<file path="src/rtl/ahb_err_slave_pkg.sv">
// ahb_err_slave_pkg: HRESP encodings and FSM state type shared by the error slave.
package ahb_err_slave_pkg;
  localparam logic [1:0] HRESP_OKAY  = 2'b00;
  localparam logic [1:0] HRESP_ERROR = 2'b01;
  localparam logic [1:0] HRESP_RETRY = 2'b10;
  localparam logic [1:0] HRESP_SPLIT = 2'b11;
  typedef enum logic [2:0] {ST_IDLE, ST_WAIT, ST_ERR1, ST_ERR2, ST_DONE} state_t;
endpackage

</file>
<file path="src/rtl/ahb_err_slave.sv">
// ahb_err_slave: default AHB slave answering every transfer with ERROR (or OKAY/RAZ-WI), with error count/IRQ.
// First-fail address/direction capture is built only when AHB_ERR_SLAVE_CAPTURE_EN is defined.
module ahb_err_slave
  import ahb_err_slave_pkg::*;
#(
  parameter int WAIT_STATES = 0,
  parameter int RESP_MODE   = 0,
  parameter int ADDR_W      = 32,
  parameter int CNT_W       = 8
) (
  input  logic              HCLK,
  input  logic              HRESETn,
  input  logic              HSEL,
  input  logic [1:0]        HTRANS,
  input  logic              HREADY,
  input  logic [ADDR_W-1:0] HADDR,
  input  logic              HWRITE,
  output logic              HREADYOUT,
  output logic [1:0]        HRESP,
  output logic [31:0]       HRDATA,
  input  logic              ERR_CLR,
  output logic              ERR_IRQ,
  output logic [CNT_W-1:0]  ERR_CNT,
  output logic [ADDR_W-1:0] ERR_ADDR,
  output logic              ERR_WRITE
);
  localparam logic [3:0] WS_LOAD = 4'(WAIT_STATES > 0 ? WAIT_STATES - 1 : 0);
  state_t state, nxt, acc_st;
  logic [3:0] wcnt;
  logic accept, err_evt, unused;
  assign accept = HSEL & HREADY & HTRANS[1] & HREADYOUT;
  assign acc_st = WAIT_STATES > 0 ? ST_WAIT : RESP_MODE == 0 ? ST_ERR1 : ST_IDLE;
  // HREADYOUT is only high in IDLE/ERR2/DONE, so acceptance can only happen there
  always_comb
    nxt = state == ST_WAIT ? (wcnt == 4'd0 ? (RESP_MODE == 0 ? ST_ERR1 : ST_DONE) : ST_WAIT)
        : state == ST_ERR1 ? ST_ERR2
        : accept ? acc_st : ST_IDLE;
  assign err_evt = nxt == ST_ERR1;
  assign HRDATA  = '0;
  always_ff @(posedge HCLK or negedge HRESETn)
    if (!HRESETn) begin
      state     <= ST_IDLE;
      wcnt      <= 4'd0;
      HREADYOUT <= 1'b1;
      HRESP     <= HRESP_OKAY;
      ERR_CNT   <= '0;
      ERR_IRQ   <= 1'b0;
    end else begin
      state     <= nxt;
      wcnt      <= nxt == ST_WAIT ? (state == ST_WAIT ? wcnt - 4'd1 : WS_LOAD) : 4'd0;
      HREADYOUT <= nxt inside {ST_IDLE, ST_ERR2, ST_DONE};
      HRESP     <= nxt inside {ST_ERR1, ST_ERR2} ? HRESP_ERROR : HRESP_OKAY;
      ERR_CNT   <= err_evt ? (ERR_CLR ? CNT_W'(1) : &ERR_CNT ? ERR_CNT : ERR_CNT + CNT_W'(1))
                 : ERR_CLR ? '0 : ERR_CNT;
      ERR_IRQ   <= err_evt | (ERR_IRQ & ~ERR_CLR);
    end
`ifdef AHB_ERR_SLAVE_CAPTURE_EN
  // in mode 0 every accepted transfer becomes an error event, so capture at acceptance
  always_ff @(posedge HCLK or negedge HRESETn)
    if (!HRESETn) begin
      ERR_ADDR  <= '0;
      ERR_WRITE <= 1'b0;
    end else if (accept && RESP_MODE == 0 && (!ERR_IRQ || ERR_CLR)) begin
      ERR_ADDR  <= HADDR;
      ERR_WRITE <= HWRITE;
    end
  assign unused = HTRANS[0];
`else
  assign ERR_ADDR  = '0;
  assign ERR_WRITE = 1'b0;
  assign unused    = ^{HTRANS[0], HADDR, HWRITE};
`endif
endmodule
</file>
<file path="config.mk">
export PLATFORM = sky130hd
export DESIGN_NAME = ahb_err_slave
export DESIGN_NICKNAME = d
export VERILOG_FILES = /design/src/rtl/ahb_err_slave_pkg.sv /design/src/rtl/ahb_err_slave.sv
export SDC_FILE = /design/constraint.sdc
export NUM_CORES = 1
export LEC_CHECK = 0
export CORE_ASPECT_RATIO = 0.5
export CORE_MARGIN = 5
export CORE_UTILIZATION = 35
export DETAILED_ROUTE_END_ITERATION = 8
export GPL_TIMING_DRIVEN = 0
export PLACE_DENSITY_LB_ADDON = 0.1
export SLEW_MARGIN = 20
export SYNTH_ARGS = -nofsm -noshare
export SYNTH_HDL_FRONTEND = slang
export SYNTH_SLANG_ARGS = --single-unit
</file>
<file path="constraint.sdc">
create_clock -name HCLK -period 5.6 [get_ports HCLK]
set_input_delay 1.68 -clock HCLK [delete_from_list [all_inputs] [get_ports HCLK]]
set_output_delay 1.68 -clock HCLK [all_outputs]
set_load 0.01 [all_outputs]
</file>
==> flow_metrics.env <==
export IMPL_timing_rr_start="wcnt[0]"
export IMPL_dominantRegCellSynth="dfrtp_1"
export IMPL_cts_sinks=17
export IMPL_outcome="complete, no violations"
export IMPL_async_flop_share=1.00
export IMPL_finalClockSkew_ps=5.85
export IMPL_dp_cells=283
export IMPL_grt_pass1_vias=943
export IMPL_dr_wl_met3_um=389
export IMPL_rr_worst_depth=10
export IMPL_vias=1037
export IMPL_setup_worst_path_class="in -> reg"
export IMPL_grt_pass1_wl_um=3950
export IMPL_ctsHoldBuffers=0
export IMPL_track_usage=0.0907
export IMPL_worstHoldStart="wcnt[0]"
export IMPL_synthesis_area_um2=1400
export IMPL_hold_end="wcnt[0]"
export IMPL_post_cts_buffers=0
export IMPL_holdCritPathClass="reg -> reg"
export IMPL_root_buffer="clkbuf_8"
export IMPL_dieArea_um2=5430
export IMPL_stdcell_count=287
export IMPL_cts_resized=0
export IMPL_clk_pin_slew_ps=70
export IMPL_overflow=0
export IMPL_row_count=16
export IMPL_finalSetupViolCount=0
export IMPL_fmax_mhz=288
export IMPL_finish_instance_area_um2=1900
export IMPL_syn_area_per_cell_um2=9.37
export IMPL_area_growth_pct=36.3
export IMPL_dp_hpwl_um=2150
export IMPL_drt_iter0_drc=19
export IMPL_cellLeakagePower_uw=0.00108
export IMPL_dr_pass1_iters=4
export IMPL_antenna_diode_count=0
export IMPL_vdd_drop_max_mv=0.0765
export IMPL_drc=0
export IMPL_drv_cap=0
export IMPL_finalCriticalPeriod_ps=3480
export IMPL_met1_length_um=1030
export IMPL_place_ws_ps=1820
export IMPL_placed_area_um2=1860
export IMPL_ioPinCount=117
export IMPL_hold_violations=0
export IMPL_synth_largest_area_cell="buf_4"
export IMPL_crit_arrival_ps=3620
export IMPL_total_power_uw=487
export IMPL_yosysTopAreaCellShare=0.366
export IMPL_finalCritPeriodShare=0.621
export IMPL_fin_ws_ps=2120
export IMPL_cellPowerDensity_nw_per_um2=256
export IMPL_ys_ff_latch=17
export IMPL_clockBufferDepth=2
export IMPL_gp_congestion=0.747
export IMPL_yosysWarnings=0
export IMPL_cp_start_kind="input pin"
export IMPL_start_util=0.360
export IMPL_netlist_instances=149
export IMPL_worstReg2RegEnd="ERR_CNT[5]"
export IMPL_port_buffers=15
export IMPL_maxUsedRoutingLayer="met4"
export IMPL_crit_fanout=10
export IMPL_routedWlPerCell_um=8.93
export IMPL_core_um2=3880
export IMPL_routed_wirelength_um=2560
export IMPL_viasPerCell=3.61
export IMPL_die_h_um=54.7
export IMPL_grt_max_degree=18
export IMPL_critPathCaptureType="flip-flop"
export IMPL_worst_pin_slew_ps=761
export IMPL_maxSlewViolCount=0
export IMPL_fp_dieW_um=99.3
export IMPL_met2_wirelength_um=1130
export IMPL_final_setup_tns_ps=0
export IMPL_rsz0062_at_grt="no"
export IMPL_worstPathRequired_ps=5740
export IMPL_ys_top_cells_by_area="buf_4 (37%), dfrtp_1 (29%), ha_1 (3.6%)"
export IMPL_ys_seq_area_frac=0.306
export IMPL_whs_path_depth=1
export IMPL_cts_buffers=3
export IMPL_synth_edf_count=0
export IMPL_synth_cell_types=37
export IMPL_cts_tree="done"
export IMPL_slew_headroom=0.491
export IMPL_htree_levels=1
export IMPL_rrSetupSlack_ps=3040
export IMPL_layout_drive_gt1_share=0.361
export IMPL_detail_route_antenna_nets=0
export IMPL_clk_latency_ps=250
export IMPL_nets=278
export IMPL_antenna_found_initial=0
[worst max-delay path, cell delays in order]
cell and delay [ps]:
clkdlybuf4s50_1 460, nand4_1 100, a21boi_0 310, ha_1 240, buf_4 160, nand3_1 90
a211oi_2 220, mux2_2 350
[kinds of logic (layout without fill, tap and decap cells)]
kind of cell / Yosys count / count (layout) / synth area share
simple gates: 30 / 30 / 0.120
xor+xnor: 3 / 3 / 0.0188
flops: 17 / 17 / 0.306
fa+ha+maj: 4 / 4 / 0.0358
mux: 2 / 2 / 0.0152
compound gates: 17 / 17 / 0.112
other cells: 1 / 66 / 0.00269
buf+inv: 75 / 94 / 0.390
[cells in the final DEF, fill, tap and decap left out, types with 3 or more instances in the layout]
| cell | synthesis | final |
|---|---|---|
| buf_4 | 68 | 68 |
| conb_1 | 1 | 66 |
| dfrtp_1 | 16 | 16 |
| clkdlybuf4s50_1 | 0 | 15 |
| nand2_1 | 7 | 7 |
| nor2_1 | 6 | 6 |
| inv_1 | 5 | 5 |
| ha_1 | 4 | 4 |
| xnor2_1 | 3 | 3 |
| clkbuf_8 | 0 | 3 |
[worst max-delay path by stage]
stage	slack, ps	start	end
floorplan	2510	HTRANS[1]	ERR_CNT[5]
global placement	1860	HTRANS[1]	ERR_CNT[5]
detailed placement	1820	HTRANS[1]	ERR_CNT[5]
CTS	2080	HTRANS[1]	ERR_CNT[5]
global route	1970	HTRANS[1]	ERR_CNT[5]
finish	2120	HTRANS[1]	ERR_CNT[5]
[sequential cells by signal, indices dropped and copies added (netlist names)]
register	flops
HREADYOUT	1
HRESP	1
wcnt	4
ERR_CNT	8
ERR_IRQ	1
state	2
[cells in the mapped netlist (3+ instances only)]
cell type,n
dfrtp_1,16
nor2_1,6
ha_1,4
buf_4,68
nand2_1,7
xnor2_1,3
inv_1,5
[area by class of cell]
class | instances | area, um2
multi-input cells | 122 | 669
repair buffers | 15 | 150
plain buffers | 70 | 526
clock buffers | 4 | 45.0
well taps | 54 | 67.6
fillers | 366 | 1980
flip-flops and latches | 17 | 427
inverters | 5 | 18.8
[metal layers]
metal | GRT usage | vias to the layer above
met4 | 0.0340 | 0
met5 | 0 | -
met2 | 0.154 | 66
li1 | - | 531
met1 | 0.101 | 438
met3 | 0.0445 | 2
[per-stage QoR]
step / utilization / hold slack [ps]
after floorplan: - / 426
after global placement: 0.478 / 450
after detailed placement: 0.478 / 450
after CTS: 0.490 / 459
after global routing: 0.490 / 483
final: 0.490 / 454
[power by group]
part | internal, uW | switching (uW) | total [uW] | leakage (uW)
clock | 50.4 | 39.9 | 90.3 | 0.0000228
combinational | 117 | 104 | 221 | 0.000831
sequential | 153 | 22.7 | 176 | 0.000223
Power figures use the tool's default switching activity.
